$ cat src/rtl/fetch_pkg.sv
// fetch_pkg: constants and FSM state type shared by the fetch stage and its bench.
package fetch_pkg;
    localparam logic [31:0] NOP_INSTR = 32'h0000_0013;
    localparam logic [31:0] RESET_PC_DEFAULT = 32'h0000_0000;
    typedef enum logic [1:0] {RUN, DRAIN, HALTED} fetch_state_t;
endpackage

$ cat src/rtl/fetch_unit.sv
// fetch_unit: PC, ROM address, valid/ready instruction register, redirect, halt FSM and fetch counter.
module fetch_unit
    import fetch_pkg::*;
#(
    parameter logic [31:0] RESET_PC = RESET_PC_DEFAULT,
    parameter int ROM_AW = 8
) (
    input  logic              clk,
    input  logic              rst,
    output logic [ROM_AW-1:0] rom_addr,
    input  logic [31:0]       rom_data,
    output logic              out_valid,
    input  logic              out_ready,
    output logic [31:0]       instr,
    output logic [31:0]       instr_pc,
    input  logic              redirect_valid,
    input  logic [31:0]       redirect_pc,
    output logic              redirect_misaligned,
    input  logic              halt_req,
    output logic              halted,
    output logic [31:0]       fetch_count
);
    logic [31:0]  pc_q, pc_d, instr_q, instr_d, instr_pc_q, instr_pc_d, count_q, count_d;
    logic         valid_q, valid_d, mis_q, mis_d, hs, load, stall;
    fetch_state_t state_q, state_d;

    assign hs    = valid_q && out_ready;
    assign stall = valid_q && !out_ready;
    assign load  = state_q == RUN && !halt_req && !stall;

    always_comb begin
        pc_d       = pc_q;
        valid_d    = valid_q;
        instr_d    = instr_q;
        instr_pc_d = instr_pc_q;
        mis_d      = 1'b0;
        count_d    = count_q + {31'b0, hs};
        state_d    = state_q;
        // Redirect overrides load, hold and FSM, squashing any held instruction.
        if (redirect_valid) begin
            pc_d    = {redirect_pc[31:2], 2'b00};
            valid_d = 1'b0;
            mis_d   = |redirect_pc[1:0];
            state_d = halt_req ? HALTED : RUN;
        end else begin
            case (state_q)
                RUN: begin
                    if (halt_req) begin
                        state_d = stall ? DRAIN : HALTED;
                        valid_d = stall;
                    end else if (load) begin
                        instr_d    = rom_data;
                        instr_pc_d = pc_q;
                        valid_d    = 1'b1;
                        pc_d       = pc_q + 32'd4;
                    end
                end
                DRAIN: begin
                    if (out_ready) begin
                        valid_d = 1'b0;
                        state_d = HALTED;
                    end
                end
                HALTED: begin
                    valid_d = 1'b0;
                    state_d = halt_req ? HALTED : RUN;
                end
                default: state_d = RUN;
            endcase
        end
    end

    always_ff @(posedge clk) begin
        if (rst) begin
            pc_q       <= RESET_PC;
            valid_q    <= 1'b0;
            instr_q    <= NOP_INSTR;
            instr_pc_q <= 32'h0;
            mis_q      <= 1'b0;
            count_q    <= 32'h0;
            state_q    <= RUN;
        end else begin
            pc_q       <= pc_d;
            valid_q    <= valid_d;
            instr_q    <= instr_d;
            instr_pc_q <= instr_pc_d;
            mis_q      <= mis_d;
            count_q    <= count_d;
            state_q    <= state_d;
        end
    end

    assign rom_addr            = pc_q[ROM_AW+1:2];
    assign out_valid           = valid_q;
    assign instr               = instr_q;
    assign instr_pc            = instr_pc_q;
    assign redirect_misaligned = mis_q;
    assign halted              = state_q == HALTED;
    assign fetch_count         = count_q;
endmodule

$ cat config.mk
export PLATFORM = sky130hd
export DESIGN_NAME = fetch_unit
export DESIGN_NICKNAME = d
export VERILOG_FILES = /design/src/rtl/fetch_pkg.sv /design/src/rtl/fetch_unit.sv
export SDC_FILE = /design/constraint.sdc
export NUM_CORES = 1
export LEC_CHECK = 0
export CORE_MARGIN = 5
export CORE_UTILIZATION = 55
export CTS_CLUSTER_SIZE = 14
export DETAILED_ROUTE_END_ITERATION = 10
export DONT_BUFFER_PORTS = 1
export MAX_ROUTING_LAYER = met4
export PLACE_DENSITY_LB_ADDON = 0.15
export SLEW_MARGIN = 40
export SYNTH_ARGS = -nofsm -noshare
export SYNTH_HDL_FRONTEND = slang
export SYNTH_SLANG_ARGS = --single-unit
$ cat constraint.sdc
create_clock -name clk -period 4.4 [get_ports clk]
set_input_delay 0.66 -clock clk [delete_from_list [all_inputs] [get_ports clk]]
set_output_delay 0.66 -clock clk [all_outputs]
set_load 0.01 [all_outputs]
==> flow_summary_export.csv, run 1 <==
group,metric,value,unit
final_layout,drive_gt1_share,7.74,%
power_and_ir_drop,power_leakage,2.21,nW
clock_tree,worst_skew_pair.late_latency,0.52,ns
grt,grt_pass1_wl,22100,um
clock_tree,htree_levels,4,
logic_synthesis,synth-seq-area-share,45.1,%
die,die_h,112,um
final_layout,diodes,0,
die,ios,176,
timing,max_freq,352,MHz
placed_design,io_buffers,0,
grt,grt_pass1_vias,4467,
logic_synthesis,yosysUniqueCellTypes,47,
setup_path,crit_type,"reg -> reg",
timing,finalHoldViolCount,0,
power_and_ir_drop,cellPowerDensity,446,nW/um^2
clock_tree,clk_path_buf_depth,2,
timing,fin_crit_sh,64.6,%
route,drc_errors,0,
logic_synthesis,synth_edf_count,0,
logic_synthesis,synth_most_common_cell,"nand2_1",
timing,slew_violations,0,
timing,finClkSkew,0.00695,ns
route,wl,13600,um
hold_path,hold_start,"rst",
setup_path,worstPathRequired,4.84,ns
logic_synthesis,ys_ff_latch,128,
timing,tightest_slew,0.682,ns
clock_tree,cts_tree,"done",
timing,setup-violations-final,0,
run_status,status,"complete, no violations",
power_and_ir_drop,power,2.80,mW
grt,grt_overflow,0,
clock_tree,cts_setup_buffers,0,
route,wl_per_cell,16.8,um
timing,slew_headroom,54.6,%
grt,track_usage,22.3,%
final_layout,areaGrowthSynthToFinish,10.2,%
placed_design,hpwlAfterDp,9500,um
logic_synthesis,syn_area,5680,sq um
logic_synthesis,synth_common_cells,"nand2_1 (146), dfxtp_1 (128), a21oi_1 (68), nor2_1 (56), xnor2_1 (30)",
die,core,10200,sq um
logic_synthesis,synth.area.top_cells,"dfxtp_1 (45%), nand2_1 (9.6%), a21oi_1 (6.0%)",
final_layout,nets,736,
setup_path,start_kind,"flip-flop",
clock_tree,ctsHoldBuffers,0,
logic_synthesis,synthFlopType,"dfxtp_1",
run,maxCapViolations,0,
route,drt_iter0_drc,231,
route,ant_nets,0,
timing,layout_min_cycle_time,2.84,ns
clock_tree,cts_sinks,128,
logic_synthesis,synth.avg_cell_area,8.27,sq um
clock_tree,cts_root_buf,"clkbuf_8",
timing,setup_tns,0,ns
die,start_util,55.8,%
route,vias,4589,
setup_path,endpoint_kind,"flip-flop",
logic_synthesis,synth_cells,687,
logic_synthesis,synth_top_cell_by_area,"dfxtp_1",
die,die-area,12500,sq um
final_layout,n_fill_cell,901,
setup_path,critPathMaxFanout,25,
route,first_pass_iters,4,
logic_synthesis,ys_warn_count,0,
grt,antenna_found_initial,0,
hold_path,min_path_type,"in -> reg",
placed_design,gp_congestion,0.802,
logic_synthesis,synthDominantCellAreaShare,45.1,%
grt,grt_max_degree,133,
die,die_w,112,um
power_and_ir_drop,ir_worst_vdd,0.224,mV
logic_synthesis,async_flop_share,0,%
setup_path,critPathLaunch,"state_q[0]",
route,viasPerCell,5.68,
timing,rsz0062_at_grt,"no",
clock_tree,cts_resized,0,
die,rows,37,
setup_path,arrival,3.29,ns
clock_tree,cts_buffers,17,
setup_path,reg2reg_from,"state_q[0]",
clock_tree,clk_pin_slew,0.06,ns
[critical path, stage by stage, from the launching register on]
cell,delay [ns]
dfxtp_1,0.33
inv_1,0.10
ha_1,0.19
nor2b_1,0.54
nand2_1,0.42
nor2_4,0.52
buf_16,0.22
buf_4,0.24
nand2_1,0.08
a21oi_1,0.13
[cell type report]
type	count	area, sq um	area share, %
clock buffer	19	442	7.05
clock inverter	13	161	2.58
inverter	10	37.5	0.599
multi-input combinational	499	2850	45.5
sequential	128	2560	40.9
tap	136	170	2.72
timing repair buffer	3	42.5	0.679
[flip-flops by register name (all words and copies together), names as in the netlist]
name / cells
fetch_count: 32
instr: 32
instr_pc: 30
pc_q: 30
state_q: 2
out_valid: 1
redirect_misaligned: 1
[worst paths after layout]
path | end | slack [ns] | cells past startpoint
min | instr[19] | 0.21 | 1
max | instr[11] | 1.56 | 9
min reg2reg | instr_pc[31] | 0.47 | 2
max reg2reg | instr[11] | 1.56 | 9
[per-stage QoR]
step / util, % / hold slack [ns] / worst slack (ns) / std cells / area, sq um
floorplan: - / 0.432 / 2.05 / 688 / 5690
finish: 61.5 / 0.210 / 1.56 / 808 / 6260
CTS: 61.5 / 0.189 / 1.56 / 808 / 6260
detailed placement: 55.6 / 0.458 / 1.57 / 776 / 5660
global placement: 55.3 / 0.460 / 1.44 / 775 / 5630
global route: 61.5 / 0.185 / 1.24 / 808 / 6260
[cells by family (layout without fill, tap and decap cells)]
logic type,Yosys count,in the layout,share of synthesized area [%]
multiplexers,8,8,1.43
AND/OR/NAND/NOR,332,332,29.1
other,1,2,0.0660
XOR/XNOR,45,45,6.94
AO/OA/AOI/OAI,104,104,10.5
buffers and inverters,61,45,5.02
flip-flops,128,128,45.1
adder cells (fa/ha/maj),8,8,1.76
[report_power, final]
part | total, mW | internal, mW | switching, mW
registers | 1.26 | 1.20 | 0.0586
clock network | 1.41 | 0.892 | 0.516
logic | 0.125 | 0.0535 | 0.0718
[metal layers]
metal | routed length, um | vias to the layer above | GRT usage, %
li1 | - | 2277 | -
met1 | 5650 | 2114 | 25.1
met2 | 6500 | 166 | 35.7
met3 | 1040 | 32 | 7.77
met4 | 405 | 0 | 10.3
met5 | 0 | - | -
[cells in the final DEF (no fill, tap or decap), types with 4 or more instances in the layout]
cell type / n
and4_1: 10
xor2_1: 15
nand4_1: 16
o21ai_0: 8
nand3b_1: 4
xnor2_1: 30
nor3_1: 19
clkinvlp_4: 4
or3_1: 7
ha_1: 8
mux2i_1: 7
dfxtp_1: 128
nand3_1: 17
nand2_1: 146
inv_1: 9
and2_1: 7
clkbuf_16: 16
and3_1: 10
a21oi_1: 68
nor2_1: 55
nor4_1: 11
nor2b_1: 10
a211oi_1: 16
Power figures use the tool's default switching activity.
==> run 2, diff against run 1 <==
==> constraint.sdc (replaced) <==
create_clock -name clk -period 2.9 [get_ports clk]
set_input_delay 0.435 -clock clk [delete_from_list [all_inputs] [get_ports clk]]
set_output_delay 0.435 -clock clk [all_outputs]
set_load 0.01 [all_outputs]
==> run 2 against run 1 <==
- maximum frequency is 17% higher
- first-iteration DRC count is 23% higher
- sequential cell count stayed put
- combinational power is 78% higher
- sequential share of layout area is 0.60 points lower
- clock power is 62% higher
- via count is 1.3% higher
- design area is 1.5% higher
- non-clock buffer count is 5 higher
==> flow_summary_export.csv, run 2 (same netlist as run 1, synthesis figures left out) <==
group,metric,value,unit
clock_tree,cts_tree,"done",
timing,slew_violations,0,
clock_tree,htree_levels,4,
run_status,status,"complete, no violations",
timing,setup-violations-final,0,
setup_path,critPathMaxFanout,7,
timing,layout_min_cycle_time,2.43,ns
setup_path,max_stage_delay,0.47,ns
die,die-area,12500,sq um
timing,setup_tns,0,ns
setup_path,worstReg2RegEnd,"fetch_count[28]",
clock_tree,cts_root_buf,"clkbuf_8",
grt,track_usage,23.3,%
setup_path,endpoint_kind,"flip-flop",
timing,finClkSkew,0.00665,ns
clock_tree,cts_resized,0,
setup_path,cp-endpoint,"fetch_count[28]",
route,drt_iter0_drc,284,
power_and_ir_drop,power_leakage,2.26,nW
timing,fin_crit_sh,83.8,%
setup_path,reg2reg_depth,8,
power_and_ir_drop,ir_worst_vdd,0.454,mV
final_layout,layout_common_cells,"nand2_1 (146), dfxtp_1 (128), a21oi_1 (68)",
timing,tightest_slew,0.523,ns
timing,rsz0062_at_grt,"no",
die,die_h,112,um
clock_tree,worst_skew_pair.late_latency,0.51,ns
clock_tree,clk_path_buf_depth,2,
die,ios,176,
setup_path,arrival,2.86,ns
clock_tree,cts_sinks,128,
clock_tree,cts_buffers,17,
grt,grt_pass1_vias,4493,
setup_path,crit_type,"reg -> reg",
route,drc_errors,0,
timing,slew_headroom,65.1,%
die,rows,37,
final_layout,design_area,6360,sq um
clock_tree,cts_setup_buffers,0,
timing,finalHoldViolCount,0,
die,die_w,112,um
final_layout,mostFrequentLayoutCell,"nand2_1",
grt,grt_pass1_wl,23000,um
setup_path,worstPathRequired,3.33,ns
route,wl,14100,um
setup_path,crit_family,"simple AND/OR/NAND/NOR gates",
placed_design,hpwlAfterDp,9520,um
setup_path,start_kind,"flip-flop",
clock_tree,ctsHoldBuffers,4,
route,ant_nets,0,
setup_path,crit_top_cell,"ha_1",
grt,grt_overflow,0,
setup_path,cp.depth,8,
route,first_pass_iters,5,
setup_path,cp_num_buf_inv,0,
route,vias,4647,
grt,grt_max_degree,118,
placed_design,gp_congestion,0.811,
final_layout,diodes,0,
final_layout,n_fill_cell,898,
setup_path,critPathLaunch,"out_valid",
final_layout,nets,741,
power_and_ir_drop,cellPowerDensity,696,nW/um^2
die,start_util,55.8,%
grt,antenna_found_initial,0,
die,core,10200,sq um
placed_design,io_buffers,0,
run,maxCapViolations,0,
placed_design,place_area,5660,sq um
setup_path,crit_slowest_cell,"nor4_4",
final_layout,drive_gt1_share,7.98,%
route,wl_per_cell,17.4,um
setup_path,crit_chain,"and2_1 -> ha_1 -> ha_1 -> nand2_1 -> nor4_4 -> nand4_2 -> or3_1 -> a21oi_1",
hold_path,min_path_type,"in -> reg",
route,viasPerCell,5.72,
timing,max_freq,412,MHz
clock_tree,clk_pin_slew,0.06,ns
setup_path,reg2reg_from,"out_valid",
setup_path,r2r_setup_slack,0.47,ns
final_layout,areaGrowthSynthToFinish,11.9,%
## run 2: cell types whose count changed in the layout (fill, tap and decap cells not counted), sizes merged
cell	previous run	this run
clkinv	6	7
inv	10	9
bufinv	3	5
clkinvlp	4	3
buf	3	5
clkbuf	19	18
dlygate4sd3	0	3
## run 2: layout make-up
cell class	count	area, sq um	share of cell area (%)
clock buffers	18	428	6.73
repair buffers	8	100	1.57
multi-input cells	499	2850	44.8
flip-flops and latches	128	2560	40.3
well taps	136	170	2.68
clock inverters	14	214	3.37
inverters	10	37.5	0.590
## run 2: stage by stage
step                setup WS (ns)  utilization (%)  hold slack, ns  power, mW  cells
floorplan                   0.768                -           0.432       2.12    688
global placement            0.586             55.6           0.458       2.13    777
detailed placement          0.503             55.6           0.461       2.14    777
CTS                         0.452             62.4         0.00480       4.46    813
global route                0.307             62.4         0.00465       4.60    813
finish                      0.471             62.4          0.0327       4.42    813
## run 2: worst reg2reg max path, delay by kind of cell, from the launching register on
family          cells  cell delay [ns]
fa+ha+maj           2             0.36
simple gates        5             1.40
compound gates      1             0.16
flops               1             0.43
## run 2: power by group
part	switching [mW]	total, mW	internal (mW)
logic	0.136	0.223	0.0872
clock network	0.785	2.29	1.50
registers	0.0872	1.91	1.82
total	1.01	4.42	3.42
## run 2: routing by layer
layer	share of wire [%]	vias up	wire, um	GRT usage (%)
met1	42	2183	5940	27.4
met2	48	154	6800	36.5
met4	1.6	0	229	8.84
met3	8.0	20	1130	8.48
li1	-	2290	-	-
met5	0	-	0	-
## run 2: how the worst min path moves through the flow
stage	startpoint	end	slack [ns]	depth (start not counted)
floorplan	pc_q[31]	instr_pc[31]	0.43	2
global placement	pc_q[31]	instr_pc[31]	0.46	2
detailed placement	pc_q[31]	instr_pc[31]	0.46	2
CTS	rst	instr[4]	0.005	1
global route	rst	instr[4]	0.005	1
finish	rst	instr[0]	0.03	1
